==> src/rtl/reflet_interrupt_nested.sv <==
// rtl/reflet_interrupt_nested.sv - nested fixed-priority vectored interrupt controller
//
// Purpose:
//   Captures rising edges on the request lines into per-channel pending bits.
//   It redirects the CPU to a per-channel routine address when a higher-priority
//   channel than the one currently in service is pending and enabled. It keeps a
//   return-address stack so that routines can nest.
//   A committed return-from-interrupt pops the stack and hands the restored PC
//   to the CPU write-back path (out/out_reg).
//
// Ports:
//   clk                  system clock
//   reset                asynchronous active-low reset
//   enable               CPU enable; no take or return while low
//   interrupt_request    request lines, rising-edge sensitive
//   int_mask             1 = channel enabled
//   cpu_update           CPU commits an instruction this cycle
//   ret_int              committed instruction is return-from-interrupt
//   program_counter      resume address pushed when a routine is entered
//   interrupt            combinational redirect strobe
//   out_routine          routine address while interrupt=1, else 0
//   out                  restored PC during a return, else 0
//   out_reg              pc_id during a return, else 0
//   in_interrupt_context registered, 1 while the stack is non-empty
//   active               registered in-service bits, one per nesting level
//   spurious_ret         registered pulse: return committed with empty stack

module reflet_interrupt_nested #(
    parameter int wordsize      = 16,
    parameter int channels      = 4,
    parameter int vector_base   = 0,
    parameter int vector_stride = 16,
    parameter int pc_id         = 1
) (
    input  logic                clk,
    input  logic                reset,
    input  logic                enable,
    input  logic [channels-1:0] interrupt_request,
    input  logic [channels-1:0] int_mask,
    input  logic                cpu_update,
    input  logic                ret_int,
    input  logic [wordsize-1:0] program_counter,
    output logic                interrupt,
    output logic [wordsize-1:0] out_routine,
    output logic [wordsize-1:0] out,
    output logic [3:0]          out_reg,
    output logic                in_interrupt_context,
    output logic [channels-1:0] active,
    output logic                spurious_ret
);

    localparam int IDX_W   = (channels > 1) ? $clog2(channels) : 1;
    localparam int DEPTH_W = $clog2(channels + 1);

    logic [channels-1:0] r_req_q;
    logic [channels-1:0] r_pending;
    logic [channels-1:0] r_active;
    logic [DEPTH_W-1:0]  r_depth;
    logic                r_in_ctx;
    logic                r_spurious;
    logic [wordsize-1:0] r_stack [channels];

    logic [channels-1:0] w_edges;
    logic [channels-1:0] w_eligible;
    logic [channels-1:0] w_win_onehot;
    logic [IDX_W-1:0]    w_winner;
    logic                w_any;
    logic                w_take;
    logic                w_ret;
    logic                w_spur;
    logic                w_depth_nz;
    logic [DEPTH_W-1:0]  w_depth_next;
    logic [IDX_W-1:0]    w_top_idx;
    logic [IDX_W-1:0]    w_push_idx;
    logic [wordsize-1:0] w_top;

    assign w_edges = interrupt_request & ~r_req_q;

    // A channel may preempt only if its index is below every in-service bit,
    // so walk upward and stop allowing channels once an active bit is passed.
    always_comb begin
        logic w_blocked;
        w_blocked  = 1'b0;
        w_eligible = '0;
        for (int i = 0; i < channels; i++) begin
            w_blocked     = w_blocked | r_active[i];
            w_eligible[i] = r_pending[i] & int_mask[i] & ~w_blocked;
        end
    end

    // Scan downward so the last hit, the lowest index, wins.
    always_comb begin
        w_any    = 1'b0;
        w_winner = '0;
        for (int i = channels - 1; i >= 0; i--) begin
            if (w_eligible[i]) begin
                w_any    = 1'b1;
                w_winner = IDX_W'(i);
            end
        end
    end

    assign w_depth_nz   = (r_depth != '0);
    assign w_take       = enable & cpu_update & w_any;
    assign w_ret        = enable & cpu_update & ret_int & ~w_take & w_depth_nz;
    assign w_spur       = enable & cpu_update & ret_int & ~w_take & ~w_depth_nz;
    assign w_win_onehot = w_take ? (channels'(1) << w_winner) : '0;

    // The stack pointer is the depth itself: entry depth-1 is the top.
    assign w_top_idx  = IDX_W'(r_depth - DEPTH_W'(1));
    assign w_push_idx = IDX_W'(r_depth);
    assign w_top      = r_stack[w_top_idx];

    always_comb begin
        w_depth_next = r_depth;
        if (w_take) begin
            w_depth_next = r_depth + DEPTH_W'(1);
        end else if (w_ret) begin
            w_depth_next = r_depth - DEPTH_W'(1);
        end
    end

    always_ff @(posedge clk or negedge reset) begin
        if (!reset) begin
            r_req_q    <= '0;
            r_pending  <= '0;
            r_active   <= '0;
            r_depth    <= '0;
            r_in_ctx   <= 1'b0;
            r_spurious <= 1'b0;
        end else begin
            r_req_q <= interrupt_request;
            // A fresh edge on the winner in its take cycle keeps it pending.
            r_pending <= (r_pending & ~w_win_onehot) | w_edges;
            if (w_take) begin
                r_active <= r_active | w_win_onehot;
            end else if (w_ret) begin
                // The innermost level always owns the lowest set bit.
                r_active <= r_active & (r_active - channels'(1));
            end
            r_depth    <= w_depth_next;
            r_in_ctx   <= (w_depth_next != '0);
            r_spurious <= w_spur;
        end
    end

    // Return-address storage carries no reset; only the depth pointer does.
    always_ff @(posedge clk) begin
        if (w_take) begin
            r_stack[w_push_idx] <= program_counter;
        end
    end

    assign interrupt            = w_take;
    assign out_routine          = w_take ? (wordsize'(vector_base)
                                         + wordsize'(w_winner) * wordsize'(vector_stride))
                                         : '0;
    assign out                  = w_ret ? w_top : '0;
    assign out_reg              = w_ret ? 4'(pc_id) : 4'd0;
    assign in_interrupt_context = r_in_ctx;
    assign active               = r_active;
    assign spurious_ret         = r_spurious;

    // Each level needs strictly higher priority, so a push never finds the stack full.
    a_no_overflow: assert property (@(posedge clk) disable iff (!reset)
        w_take |-> (r_depth < DEPTH_W'(channels)));

endmodule

==> config.mk <==
export PLATFORM = sky130hd
export DESIGN_NAME = reflet_interrupt_nested
export DESIGN_NICKNAME = d
export VERILOG_FILES = /design/src/rtl/reflet_interrupt_nested.sv
export SDC_FILE = /design/constraint.sdc
export NUM_CORES = 1
export LEC_CHECK = 0
export CORE_MARGIN = 2
export CORE_UTILIZATION = 40
export DETAILED_ROUTE_END_ITERATION = 16
export GPL_TIMING_DRIVEN = 0
export PLACE_DENSITY = 0.68
export SYNTH_ARGS = -nofsm -noshare
export SYNTH_HDL_FRONTEND = slang
export SYNTH_SLANG_ARGS = --single-unit
==> constraint.sdc <==
create_clock -name clk -period 3.6 [get_ports clk]
set_clock_uncertainty 0.1 [all_clocks]
set_input_delay 0.54 -clock clk [delete_from_list [all_inputs] [get_ports clk]]
set_output_delay 0.54 -clock clk [all_outputs]
set_load 0.01 [all_outputs]
==> results of run 1 <==
==> what timing repair did <==
action,in CTS,in global routing
endpoints found under the setup margin,17,17
buffers inserted,0,1
gates resized for setup,6,5
==> report_power, final <==
| part | leakage, nW | switching (mW) | internal [mW] |
|---|---|---|---|
| Combinational | 0.796 | 0.467 | 0.543 |
| Sequential | 0.769 | 0.0655 | 1.13 |
| Clock | 0.110 | 0.322 | 0.390 |
==> critical path, cell delays in order (launching register included) <==
cell,delay (ps)
dfrtp_1,430
buf_12,180
buf_8,170
inv_1,120
ha_1,330
clkbuf_4,240
mux4_2,320
and2_1,200
clkdlybuf4s50_1,480
==> Yosys cell counts, types with 2 or more instances <==
library cell / count
edfxtp_1: 64
and2_1: 21
buf_4: 19
dfrtp_1: 17
mux4_2: 16
inv_1: 10
o21ai_0: 9
nand2_1: 8
nor2_1: 8
ha_1: 5
a21oi_1: 3
buf_2: 2
clkbuf_1: 2
nand3_1: 2
==> cells by family after synthesis <==
group                      synth area share
DFF                                   0.670
and+or+nand+nor                      0.0936
buffers and inverters                0.0607
AOI/OAI and AO/OA                    0.0511
muxes                                 0.103
adders and majority gates            0.0179
other                               0.00107
xor gates and xnor gates            0.00250
==> how the worst max path moves through the flow <==
stage                         start  slack [ps]  depth (start not counted)                              to
2_1_floorplan  r_depth[0]$_DFF_PN0_         830                          7                          out[0]
3_3_place_gp            int_mask[3]        -100                          6  in_interrupt_context$_DFF_PN0_
3_5_place_dp   r_depth[0]$_DFF_PN0_        -100                          8                          out[4]
4_1_cts        r_depth[0]$_DFF_PN0_          40                         10                          out[6]
5_1_grt        r_depth[0]$_DFF_PN0_         -20                         10                         out[14]
6_report       r_depth[0]$_DFF_PN0_         140                          8                         out[15]
==> metal layers <==
metal	up-vias	share of wire	track usage
met5	-	0	0
li1	937	-	-
met4	0	0.021	0.0641
met2	58	0.50	0.232
met3	9	0.045	0.0345
met1	960	0.44	0.176
==> registers in the layout, indices dropped and copies added (netlist names) <==
name,flops
active,4
in_interrupt_context,1
r_req_q,4
r_stack,64
r_depth,3
spurious_ret,1
r_pending,4
==> cell type report <==
type,instances,area [um^2],share of cell area
flip-flops and latches,81,2350,0.521
multi-input cells,115,1010,0.223
repair buffers,56,563,0.125
plain buffers,24,201,0.0447
well taps,108,135,0.0300
clock buffers,9,124,0.0275
clock inverters,6,91.3,0.0203
inverters,11,41.3,0.00916
==> flow_summary.yaml, run 1 <==
pwr:
  leakagePower_nw: 1.67
  power_density_mw_per_mm2: 646
  irDropWorstVdd_mv: 0.283
  p_total_mw: 2.91
critical_path:
  startpoint_type: "flip-flop"
  worstSetupPathType: "flip-flop to output port"
  r2r_start: "active[0]$_DFFE_PN0P_"
  critPathMaxFanout: 10
  crit_arrival_ps: 2820
  r2r_slack_ps: 910
  reg2regPathDepth: 5
  timing.rr.end: "r_stack[1][11]$_DFFE_PP_"
  endpoint_kind: "output port"
  crit_required_ps: 2960
sta:
  period_needed_ps: 3460
  hold_viol: 0
  fmax_mhz: 289
  drv_slew: 0
  slew_headroom: 0.402
  tightest_slew_ps: 897
  worst_hold_slack_ps: 319
  period_share: 0.962
  finalSetupViolCount: 0
  timing.final.ws_setup_ps: 138
  tns_ps: 0
clock_network:
  hold_buffers: 0
  cts_tree: "yes"
  htree_levels: 3
  clk_path_buf_depth: 2
  cts.clk_slew.worst_paths_ps: 80
  root_buffer: "clkbuf_8"
  numCtsBuffers: 9
  clock_latency_ps: 350
  clock_sink_count: 81
routing:
  dr.pass1.iters: 4
  ant_nets: 0
  via_count: 1964
  drt_iter0_drc: 88
  routed_via_density: 4.79
  drc_errors: 0
  drt-total-wl_mm: 6.38
  drt-wirelength-per-cell_um: 15.6
worst_hold_path:
  whs_path_depth: 1
  hold_end: "r_pending[0]$_DFF_PN0_"
  hold_class: "flip-flop to flip-flop"
  hold_start: "r_req_q[0]$_DFF_PN0_"
final_layout:
  design_area_mm2: 0.00451
  fill_cells: 712
  final_common_cell: "edfxtp_1"
  area_growth_pct: 28.8
  layout.nets: 332
  final_cells: 410
  post-route-util: 0.525
  layout-drive-gt1-share: 0.228
  layout_common_cells: "edfxtp_1, clkdlybuf4s50_1, and2_1"
  antenna_cells: 0
grt:
  grt_first_pass_wirelength_mm: 10.1
  grt_antenna_before_repair: 0
  grt_pass1_vias: 1992
  grtUsageTotal: 0.141
  overflow: 0
  grt_max_degree: 18
flow_run:
  drv_cap: 0
synth:
  synth.avg_cell_area_um2: 16.3
  synth_edf_count: 64
  ys_ff_latch: 81
  synth_top_area_frac: 0.549
  ys_types: 43
  yosysSeqAreaShare: 0.670
  ys.flop_type: "edfxtp_1"
  async_flop_share: 0.210
  synth_area_leaders: "edfxtp_1, dfrtp_1, mux4_2, buf_4, and2_1"
  yosys_warnings: 0
  netlist_instances: 215
  yosys.area.top_type: "edfxtp_1"
  synth_area_mm2: 0.00350
floorplan:
  initial_core_util: 0.408
  die_w_um: 97.6
  core_mm2: 0.00859
  die_y_um: 97.6
  ios: 72
  num_rows: 34
  die_area_mm2: 0.00952
placement:
  gp_congestion: 0.798
  dpl.hpwl_mm: 4.26
  place_ws_ps: -102
  place_area_mm2: 0.00426
  dp.cells: 394
  numPortBuffers: 54
status:
  status: "finished, final reports clean"
Note: power is estimated with default switching activity, not from simulation.
==> run 2, diff against run 1 <==
--- a/config.mk
+++ b/config.mk
@@ -6,10 +6,10 @@
 export NUM_CORES = 1
 export LEC_CHECK = 0
 export CORE_MARGIN = 2
-export CORE_UTILIZATION = 40
+export CORE_UTILIZATION = 25
 export DETAILED_ROUTE_END_ITERATION = 16
 export GPL_TIMING_DRIVEN = 0
-export PLACE_DENSITY = 0.68
+export PLACE_DENSITY = 0.48
 export SYNTH_ARGS = -nofsm -noshare
 export SYNTH_HDL_FRONTEND = slang
 export SYNTH_SLANG_ARGS = --single-unit
==> flow_summary.yaml, run 2 (synthesized netlist as in run 1, its figures left out) <==
routing:
  drt-wirelength-per-cell_um: 14.8
  routed_via_density: 4.09
  drc_errors: 0
  drt-total-wl_mm: 7.14
  via_count: 1980
  drt_iter0_drc: 87
  ant_nets: 0
  dr.pass1.iters: 4
sta:
  slew_headroom: 0.380
  tightest_slew_ps: 930
  hold_viol: 0
  period_share: 0.954
  timing.final.ws_setup_ps: 164
  finalSetupViolCount: 0
  period_needed_ps: 3440
  drv_slew: 0
  fmax_mhz: 291
grt:
  grt_first_pass_wirelength_mm: 10.8
  grt_antenna_before_repair: 0
  grt_pass1_vias: 1961
  overflow: 0
  grt_max_degree: 18
  grtUsageTotal: 0.0991
pwr:
  irDropWorstVdd_mv: 0.226
  p_total_mw: 3.04
  leakagePower_nw: 1.71
  clkPwrFrac: 0.266
  power.switching_mw: 0.898
  p_int_mw: 2.14
  swShare: 0.296
  power_density_mw_per_mm2: 652
  seq_power_share: 0.393
  power_frac_comb: 0.341
clock_network:
  hold_buffers: 0
  root_buffer: "clkbuf_16"
  cts.clk_slew.worst_paths_ps: 60
  clock_sink_count: 81
  numCtsBuffers: 9
  htree_levels: 3
  clock_latency_ps: 330
  cts_tree: "yes"
  clk_path_buf_depth: 2
floorplan:
  num_rows: 43
  ios: 72
  core_mm2: 0.0138
  die_y_um: 122
  die_area_mm2: 0.0150
  die_w_um: 122
  initial_core_util: 0.254
final_layout:
  layout_common_cells: "edfxtp_1, clkdlybuf4s50_1, buf_4"
  layout-drive-gt1-share: 0.227
  layout.nets: 334
  antenna_cells: 0
  area_growth_pct: 33.0
  fill_cells: 1383
  largest_reg_flops: 64
  regArea_mm2: 0.00235
  final_common_cell: "edfxtp_1"
  multiInputGateArea_mm2: 0.00101
  largest-register: "r_stack"
critical_path:
  crit_arrival_ps: 2800
  crit_slowest_cell: "clkdlybuf4s50_1"
  endpoint_kind: "output port"
  critPathMaxFanout: 10
  worstSetupPathType: "flip-flop to output port"
  reg2regPathDepth: 5
  cpPeakStageDelay_ps: 470
  crit_required_ps: 2960
  cp_cell_sequence: "buf_12 > buf_8 > inv_1 > ha_1 > buf_2 > mux4_2 > and2_1 > clkdlybuf4s50_1"
  startpoint_type: "flip-flop"
placement:
  place_ws_ps: -238
  numPortBuffers: 54
  dpl.hpwl_mm: 4.81
  gp_congestion: 0.716
worst_hold_path:
  hold_class: "flip-flop to flip-flop"
  whs_path_depth: 1
status:
  status: "finished, final reports clean"
flow_run:
  drv_cap: 0
-- run 2: critical path, delay by kind of cell, from the launching register on --
family / cells / cell delay, ps
simple gates: 1 / 170
flops: 1 / 420
mux: 1 / 360
fa+ha+maj: 1 / 310
buf+inv: 5 / 1210
-- run 2: worst paths after layout --
check | from | end | slack, ps
worst max register to register | active[0]$_DFFE_PN0P_ | r_stack[1][0]$_DFFE_PP_ | 930
worst min-delay path | r_req_q[2]$_DFF_PN0_ | r_pending[2]$_DFF_PN0_ | 320
worst max-delay path | r_depth[0]$_DFF_PN0_ | out[12] | 160
max in group asynchronous | reset | r_req_q[3]$_DFF_PN0_ | 2290
worst min register to register | r_req_q[2]$_DFF_PN0_ | r_pending[2]$_DFF_PN0_ | 320
min in group asynchronous | reset | r_req_q[2]$_DFF_PN0_ | 590
-- run 2: metrics by stage --
step	setup TNS [ps]	instance area, um^2	cells	util	hold slack (ps)
CTS	0	4620	481	0.336	325
floorplan	0	3560	231	-	144
detailed placement	-2650	4340	466	0.315	317
finish	0	4660	484	0.338	318
global route	-6.13	4660	484	0.338	337
global placement	-4180	4330	465	0.314	307
-- run 2: power by group through the flow --
stage               clock network [mW]  logic [mW]  registers [mW]
finish                           0.809        1.03            1.19
global placement                     0       0.980            1.21
floorplan                            0       0.659            1.21
detailed placement                   0       0.999            1.21
global route                     0.866        1.13            1.21
CTS                              0.829        1.02            1.19
-- run 2: layout make-up --
class | instances | area share
flip-flops and latches | 81 | 0.504
multi-input cells | 115 | 0.216
repair buffers | 58 | 0.124
clock buffers | 10 | 0.0491
well taps | 180 | 0.0483
plain buffers | 24 | 0.0432
inverters | 11 | 0.00886
clock inverters | 5 | 0.00698
-- run 2: repair_timing --
action	in CTS	in global routing
pin swaps	0	1
resized for setup	7	5
setup buffers	0	3
setup endpoints to repair	17	17
cloned	0	0
-- run 2: metal layers --
| metal | share of wire | up-vias | global-route usage |
|---|---|---|---|
| met5 | 0 | - | 0 |
| met4 | 0.017 | 0 | 0.0366 |
| met3 | 0.042 | 8 | 0.0270 |
| met2 | 0.49 | 50 | 0.161 |
| met1 | 0.45 | 980 | 0.127 |
| li1 | - | 942 | - |
==> run 3, diff against run 2 <==
--- a/config.mk
+++ b/config.mk
@@ -5,7 +5,7 @@
 export SDC_FILE = /design/constraint.sdc
 export NUM_CORES = 1
 export LEC_CHECK = 0
-export CORE_MARGIN = 2
+export CORE_MARGIN = 8
 export CORE_UTILIZATION = 25
 export DETAILED_ROUTE_END_ITERATION = 16
 export GPL_TIMING_DRIVEN = 0
==> flow_summary.yaml, run 3 (synthesized netlist as in run 1, its figures left out) <==
status:
  status: "finished, final reports clean"
floorplan:
  ios: 72
  die_w_um: 134
  num_rows: 43
  core_mm2: 0.0138
  die_y_um: 134
  initial_core_util: 0.254
  die_area_mm2: 0.0181
critical_path:
  critPathMaxFanout: 10
  crit_arrival_ps: 2750
  worstSetupPathType: "flip-flop to output port"
  cp_cell_sequence: "buf_12 > buf_8 > inv_1 > ha_1 > clkbuf_2 > mux4_2 > and2_1 > clkdlybuf4s50_1"
  crit_required_ps: 2960
  crit_slowest_cell: "clkdlybuf4s50_1"
  r2r_slack_ps: 910
  cpPeakStageDelay_ps: 470
  startpoint_type: "flip-flop"
  endpoint_kind: "output port"
pwr:
  power_frac_comb: 0.328
  p_int_mw: 2.20
  irDropWorstVdd_mv: 0.307
  swShare: 0.288
  power_density_mw_per_mm2: 660
  clkPwrFrac: 0.285
  leakagePower_nw: 1.71
  power.switching_mw: 0.887
  seq_power_share: 0.387
clock_network:
  hold_buffers: 0
  postCtsSetupRepairBufs: 0
  htree_levels: 3
  root_buffer: "clkbuf_16"
  clk_path_buf_depth: 2
  cts_tree: "yes"
  clock_sink_count: 81
  clock_latency_ps: 320
  cts.clk_slew.worst_paths_ps: 60
  numCtsBuffers: 9
placement:
  dp.cells: 466
  numPortBuffers: 54
  dpl.hpwl_mm: 5.23
  gp_congestion: 0.711
final_layout:
  area_growth_pct: 33.3
  largest_reg_flops: 64
  layout.nets: 331
  largest-register: "r_stack"
  final_cells: 481
  layout-drive-gt1-share: 0.226
  antenna_cells: 0
  post-route-util: 0.339
  layout_common_cells: "edfxtp_1, clkdlybuf4s50_1, and2_1"
  final_common_cell: "edfxtp_1"
sta:
  drv_slew: 0
  tightest_slew_ps: 914
  hold_viol: 0
  finalSetupViolCount: 0
  period_share: 0.941
  period_needed_ps: 3390
  worst_hold_slack_ps: 316
  rsz0062_at_grt: "no"
  slew_headroom: 0.391
  fmax_mhz: 295
grt:
  grtUsageTotal: 0.0878
  grt_pass1_vias: 2167
  grt_antenna_before_repair: 0
  grt_max_degree: 18
  grt_first_pass_wirelength_mm: 11.9
  overflow: 0
routing:
  via_count: 1967
  drt-total-wl_mm: 7.52
  dr.pass1.iters: 4
  drc_errors: 0
  drt-wirelength-per-cell_um: 15.6
  ant_nets: 0
  routed_via_density: 4.09
  drt_iter0_drc: 98
flow_run:
  drv_cap: 0
worst_hold_path:
  hold_class: "flip-flop to flip-flop"
## run 3: worst paths after layout
check	from	endpoint	cells past startpoint
min in group asynchronous	reset	r_req_q[1]$_DFF_PN0_	1
max in group asynchronous	reset	r_depth[0]$_DFF_PN0_	1
min reg2reg	r_req_q[0]$_DFF_PN0_	r_pending[0]$_DFF_PN0_	1
max reg2reg	active[0]$_DFFE_PN0P_	r_stack[1][11]$_DFFE_PP_	5
min	r_req_q[0]$_DFF_PN0_	r_pending[0]$_DFF_PN0_	1
max	r_depth[0]$_DFF_PN0_	out[9]	8
## run 3: power by group through the flow
stage | registers, mW | clock network (mW) | logic (mW)
6_report | 1.19 | 0.878 | 1.01
5_1_grt | 1.21 | 0.947 | 1.11
4_1_cts | 1.19 | 0.912 | 1.02
3_3_place_gp | 1.21 | 0 | 0.981
2_1_floorplan | 1.21 | 0 | 0.659
3_5_place_dp | 1.21 | 0 | 1.00
## run 3: final cells by class
type	instances	area (um^2)
fill	1394	9110
sequential	81	2350
multi-input combinational	115	1010
timing repair buffer	55	558
clock buffer	10	229
tap	180	225
buffer	24	201
clock inverter	5	57.6
inverter	11	41.3
## run 3: per-layer routing
layer,vias to the layer above,GRT usage,part of all wire
li1,937,-,-
met1,973,0.101,0.43
met2,50,0.143,0.49
met3,7,0.0355,0.070
met4,0,0.0331,0.011
met5,-,0,0
## run 3: stage by stage
| step | total power, mW | worst slack [ps] | instance area, um^2 | TNS [ps] |
|---|---|---|---|---|
| 2_1_floorplan | 1.86 | 833 | 3560 | 0 |
| 6_report | 3.08 | 213 | 4670 | 0 |
| 4_1_cts | 3.13 | 46.2 | 4650 | 0 |
| 5_1_grt | 3.27 | 22.3 | 4670 | 0 |
| 3_5_place_dp | 2.21 | -270 | 4350 | -2580 |
| 3_3_place_gp | 2.19 | -323 | 4330 | -4030 |
## run 3: worst max-delay path: cells and delay by family (launching register included)
kind	cells	cell delay (ps)
flops	1	400
fa+ha+maj	1	310
simple gates	1	170
buf+inv	5	1180
mux	1	360
## run 3: repair_timing
action                                  in CTS  in global routing
gates resized for setup                      7                  5
endpoints found under the hold margin        0                  0
endpoints found under the setup margin      17                 15
